### config.mk
export PLATFORM = sky130hd
export DESIGN_NAME = sipo_rx
export DESIGN_NICKNAME = d
export VERILOG_FILES = /design/src/rtl/sipo_pkg.sv /design/src/rtl/sipo_hold.sv /design/src/rtl/sipo_rx.sv
export SDC_FILE = /design/constraint.sdc
export NUM_CORES = 1
export LEC_CHECK = 0
export ABC_AREA = 1
export CAP_MARGIN = 20
export CORE_AREA = 2 2 39 41
export DETAILED_ROUTE_END_ITERATION = 10
export DIE_AREA = 0 0 41 43
export PLACE_DENSITY = 0.75
export SLEW_MARGIN = 15
export SYNTH_ARGS = -nofsm -noshare
export SYNTH_HDL_FRONTEND = slang
export SYNTH_SLANG_ARGS = --single-unit
export TNS_END_PERCENT = 1
### constraint.sdc
create_clock -name clk -period 3.02 [get_ports clk]
set_input_delay 0.604 -clock clk [delete_from_list [all_inputs] [get_ports clk]]
set_output_delay 0.604 -clock clk [all_outputs]
set_load 0.02 [all_outputs]
### src/rtl/sipo_pkg.sv
// sipo_pkg: shared types and constants for the sipo_rx serial receiver.
//   state_t    - receiver FSM states (IDLE, SHIFT)
//   MIN_WIDTH  - smallest legal word width
//   MAX_WIDTH  - largest legal word width
//   cnt_width  - bit counter width able to hold 0..width
package sipo_pkg;

  typedef enum logic {
    IDLE  = 1'b0,
    SHIFT = 1'b1
  } state_t;

  localparam int MIN_WIDTH = 2;
  localparam int MAX_WIDTH = 32;

  function automatic int cnt_width(input int width);
    return $clog2(width + 1);
  endfunction

endpackage

### src/rtl/sipo_hold.sv
// sipo_hold: one-entry valid/ready holding register for received words.
// Ports:
//   clk      - system clock, rising edge
//   rst      - asynchronous active-low reset
//   complete - one-cycle pulse: word carries a freshly assembled value
//   word     - assembled word, valid while complete=1
//   p_ready  - consumer ready
//   p_out    - held word, stable while p_valid=1
//   p_valid  - p_out holds an unconsumed word
//   overrun  - one-cycle pulse: a completed word was dropped
module sipo_hold #(
  parameter int WIDTH = 4
) (
  input  logic             clk,
  input  logic             rst,
  input  logic             complete,
  input  logic [WIDTH-1:0] word,
  input  logic             p_ready,
  output logic [WIDTH-1:0] p_out,
  output logic             p_valid,
  output logic             overrun
);

  // A new word is accepted whenever the slot is empty or being drained on
  // the same edge, so a consume and a refill can coincide without loss.
  // A word arriving into a full, stalled slot is dropped and reported.
  always_ff @(posedge clk or negedge rst) begin
    if (!rst) begin
      p_out   <= '0;
      p_valid <= 1'b0;
    end else if (complete && (!p_valid || p_ready)) begin
      p_out   <= word;
      p_valid <= 1'b1;
    end else if (p_valid && p_ready) begin
      p_valid <= 1'b0;
    end
  end

  assign overrun = complete && p_valid && !p_ready;

endmodule

### src/rtl/sipo_rx.sv
// sipo_rx: serial-in/parallel-out receiver for MSB-first frames.
// Ports:
//   clk     - system clock, rising edge
//   rst     - asynchronous active-low reset
//   s_in    - serial data bit, MSB first
//   s_en    - bit strobe; s_in sampled only when s_en=1
//   frm     - frame start, qualified by s_en (s_in is the MSB)
//   p_ready - consumer ready
//   clr     - synchronous clear of ovr and ferr
//   p_out   - received word
//   p_valid - p_out holds an unconsumed word
//   busy    - a frame is partially received
//   ovr     - sticky: a completed word was dropped
//   ferr    - sticky: a frame was restarted before completion
module sipo_rx
  import sipo_pkg::*;
#(
  parameter int WIDTH = 4
) (
  input  logic             clk,
  input  logic             rst,
  input  logic             s_in,
  input  logic             s_en,
  input  logic             frm,
  input  logic             p_ready,
  input  logic             clr,
  output logic [WIDTH-1:0] p_out,
  output logic             p_valid,
  output logic             busy,
  output logic             ovr,
  output logic             ferr
);

  localparam int CNT_W = cnt_width(WIDTH);

  if (WIDTH < MIN_WIDTH || WIDTH > MAX_WIDTH) begin : g_width_check
    $error("sipo_rx: WIDTH must lie in 2..32");
  end

  state_t           state, state_next;
  // Only the WIDTH-1 bits already received are stored; the final word is
  // formed combinationally with the incoming bit so it can be handed to the
  // holding register on the very edge that captures the last bit.
  logic [WIDTH-2:0] shreg, shreg_next;
  logic [CNT_W-1:0] cnt, cnt_next;
  logic [WIDTH-1:0] word;
  logic             complete;
  logic             ferr_set;
  logic             overrun;

  // State, shift register and bit counter.
  always_ff @(posedge clk or negedge rst) begin
    if (!rst) begin
      state <= IDLE;
      shreg <= '0;
      cnt   <= '0;
    end else begin
      state <= state_next;
      shreg <= shreg_next;
      cnt   <= cnt_next;
    end
  end

  // Next-state logic. A strobe with frm in SHIFT restarts the frame with
  // the current bit as MSB; stale low bits are shifted out before the
  // restarted word can complete, so no explicit clear is needed.
  always_comb begin
    state_next = state;
    shreg_next = shreg;
    cnt_next   = cnt;
    complete   = 1'b0;
    ferr_set   = 1'b0;
    word       = {shreg, s_in};
    case (state)
      IDLE: begin
        if (s_en && frm) begin
          shreg_next = word[WIDTH-2:0];
          cnt_next   = CNT_W'(1);
          state_next = SHIFT;
        end
      end
      SHIFT: begin
        if (s_en) begin
          shreg_next = word[WIDTH-2:0];
          if (frm) begin
            ferr_set = 1'b1;
            cnt_next = CNT_W'(1);
          end else if (cnt == CNT_W'(WIDTH - 1)) begin
            complete   = 1'b1;
            cnt_next   = '0;
            state_next = IDLE;
          end else begin
            cnt_next = cnt + CNT_W'(1);
          end
        end
      end
      default: state_next = IDLE;
    endcase
  end

  // Sticky error flags; a set event in the same cycle as clr wins.
  always_ff @(posedge clk or negedge rst) begin
    if (!rst) begin
      ovr  <= 1'b0;
      ferr <= 1'b0;
    end else begin
      if (overrun)  ovr <= 1'b1;
      else if (clr) ovr <= 1'b0;
      if (ferr_set) ferr <= 1'b1;
      else if (clr) ferr <= 1'b0;
    end
  end

  assign busy = (state == SHIFT);

  sipo_hold #(
    .WIDTH(WIDTH)
  ) u_hold (
    .clk     (clk),
    .rst     (rst),
    .complete(complete),
    .word    (word),
    .p_ready (p_ready),
    .p_out   (p_out),
    .p_valid (p_valid),
    .overrun (overrun)
  );

endmodule

==> impl_metrics.yaml <==
global_routing:
  grt_start_max_net_pins: 15
  grt_util_all_layers_pct: 15.2
  grt_use_met2_pct: 27.2
  global_route.overflow_total: 0
  grt.met3_usage_pct: 3.14
  grt.met1_usage_pct: 16.0
  grt_pass1_wl_um: 1810
  grt_antenna_before_repair: 0
  first_global_vias: 456
  grt_most_used_layer: "met2"
timing:
  final.period_utilization_pct: 62.9
  max_freq_ghz: 0.526
  post_route_setup_slack_ns: 1.12
  hold_violations: 0
  final-setup-viol-count: 0
  final.setup.tns_ns: 0
  finalClockSkew_ns: 0.000375
  grt_setup_unrepaired: "no"
  worst_slew_pin_slew_ns: 0.596
  period_needed_ns: 1.90
  slew_headroom_pct: 60.2
  final-max-slew-violation-count: 0
floorplanning:
  dieArea_mm2: 0.00176
  initial_core_util_pct: 43.8
  fp.coreArea_mm2: 0.00138
  die_w_um: 41
  pin_count: 15
  placement_rows: 14
  die-height_um: 43
synth:
  yosysTopAreaCellShare_pct: 57.9
  most_frequent_cell_after_synthesis: "sky130_fd_sc_hd__nand2_1"
  post_synth.cell_area_avg_um2: 9.32
  synth_sequential_area_ratio_pct: 57.9
  netlist_area_um2: 606
  synth.top_cells.by_count: "sky130_fd_sc_hd__nand2_1, sky130_fd_sc_hd__dfrtp_1, sky130_fd_sc_hd__inv_1"
  synth_ff_type: "sky130_fd_sc_hd__dfrtp_1"
  yosys_register_bits: 14
  synth_cell_type_count: 15
  synth_largest_area_cell: "sky130_fd_sc_hd__dfrtp_1"
  top_cells_by_area_in_the_synthesized_netlist: "sky130_fd_sc_hd__dfrtp_1, sky130_fd_sc_hd__nand2_1, sky130_fd_sc_hd__inv_1, sky130_fd_sc_hd__nand4_1, sky130_fd_sc_hd__nand3_4"
  syn-instance-count: 65
  async_reset_ff_share_pct: 100
  mappedNetlistNets: 73
  count_of_yosys_warnings_during_synthesis: 0
  synth-edff-count: 0
route:
  drt_drc_violations_left: 0
  drt-vias-per-instance: 5.09
  detailedRoute.firstIterationViolations: 5
  detail_route.first_pass.iterations: 4
  drt_wl_total_um: 1120
  drtAntennaViolNets: 0
  detailroute.via_count: 504
  routedWlPerCell_um: 11.3
critical_path:
  setup.worst_path.end_class: "primary output"
  reg2reg_from: "cnt[0]"
  crit_path_top_delay_cell: "sky130_fd_sc_hd__clkdlybuf4s50_1"
  cpPeakStageDelay_ns: 0.62
  worstPathBufferInverterCount: 1
  crit-reg2reg-capture: "u_hold.p_out[3]"
  arrival_ns: 1.30
  worst-r2r-setup-slack_ns: 1.71
  reg2regPathDepth: 6
  cp_cell_sequence: "clkdlybuf4s50_1"
  critical-path-top-delay-family: "buffers and inverters"
  worstPathRequired_ns: 2.42
  critPathKind: "reg2out"
  startpoint_type: "flop"
  top_fanout_value_on_the_critical_path: 4
power_and_ir_drop:
  power_density_mw_per_mm2: 756
  leakage_nw: 0.389
  vdd_ir_drop_max_mv: 0.354
clock_tree:
  post_cts.repair.setup_buffers: 0
  clk-insertion-delay-late_ns: 0.27
  clkTransAtPathRegs_ns: 0.08
  post_cts_hold_buffer_count: 0
  cts_h_tree_depth: 1
  cts_repair_resize_count: 0
  ctsRootBufferMaster: "sky130_fd_sc_hd__clkbuf_4"
  clk_buf_depth: 2
  numCtsBuffers: 3
  cts.sinks: 14
  cts_tree: "built"
hold_path:
  startpoint_of_the_tightest_hold_check_path: "u_hold.p_out[2]"
  holdPathStages: 2
  min_delay_worst_endpoint: "u_hold.p_out[2]"
  worst_hold_path_type: "reg2reg"
placement:
  finalWeightedCongestion: 0.792
  dp_worst_setup_slack_ns: 1.24
  port_buffers: 14
  detailed_place_hpwl_um: 901
outcome:
  result_of_the_run: "completed"
finish:
  n_antenna_cell: 0
  layout-area-overhead-vs-synth_pct: 32.4
  nNetsFinal: 92
  drive_gt1_share_pct: 9.64
flow_run:
  maximum_capacitance_violations: 0
per-stage QoR:
step | hold slack (ns) | std cells | util [%] | instance area, um^2 | power [mW]
2_1_floorplan | 0.308 | 65 | - | 606 | 0.381
3_3_place_gp | 0.462 | 95 | 55.3 | 766 | 0.472
3_5_place_dp | 0.462 | 95 | 55.3 | 766 | 0.481
4_1_cts | 0.483 | 99 | 58.0 | 802 | 0.611
5_1_grt | 0.534 | 99 | 58.0 | 802 | 0.646
6_report | 0.480 | 99 | 58.0 | 802 | 0.606
routing by layer:
metal,routed length (um),up-vias
met2,571,22
met1,444,235
li1,-,245
met4,17,0
met5,0,-
met3,84,2
where the power goes:
group	leakage [nW]	internal, mW	switching, mW	total [mW]
clock	0.0210	0.0731	0.0576	0.131
combinational	0.193	0.0921	0.116	0.208
sequential	0.176	0.237	0.0311	0.268
placed cells by master (no fill, tap or decap), drive strengths merged:
cell type,count
nor2,4
inv,9
o211ai,1
nand3,4
nand2,21
clkdlybuf4s50,14
ha,1
o21ai,3
nand3b,1
a21oi,3
nand4,4
dfrtp,14
clkbuf,4
cell families (layout without fill, tap and decap cells):
| group | count (synthesis) | after routing | share of synthesized area (%) |
|---|---|---|---|
| compound gates | 7 | 7 | 6.20 |
| buf+inv | 9 | 27 | 5.58 |
| simple gates | 34 | 34 | 28.3 |
| flops | 14 | 14 | 57.9 |
| fa+ha+maj | 1 | 1 | 2.07 |
flip-flops by register name, indices dropped and copies added (netlist names):
register	cells
busy	1
cnt	3
ferr	1
ovr	1
shreg	3
u_hold.p_out	4
u_hold.p_valid	1
cell type report:
| class | instances | area [um^2] |
|---|---|---|
| fillers | 128 | 582 |
| flip-flops and latches | 14 | 350 |
| multi-input cells | 42 | 221 |
| repair buffers | 14 | 140 |
| clock buffers | 4 | 36.3 |
| inverters | 9 | 33.8 |
| well taps | 16 | 20.0 |
worst max path at each step:
| stage | depth (start not counted) | slack, ns | endpoint | from |
|---|---|---|---|---|
| 5_1_grt | 1 | 1.06 | busy | busy |
| 3_3_place_gp | 6 | 1.28 | u_hold.p_out[3] | s_en |
| 4_1_cts | 1 | 1.12 | busy | busy |
| 3_5_place_dp | 6 | 1.24 | u_hold.p_out[3] | s_en |
| 2_1_floorplan | 5 | 1.83 | u_hold.p_out[0] | s_en |
| 6_report | 1 | 1.12 | busy | busy |
(Power assumes the default switching activity.)
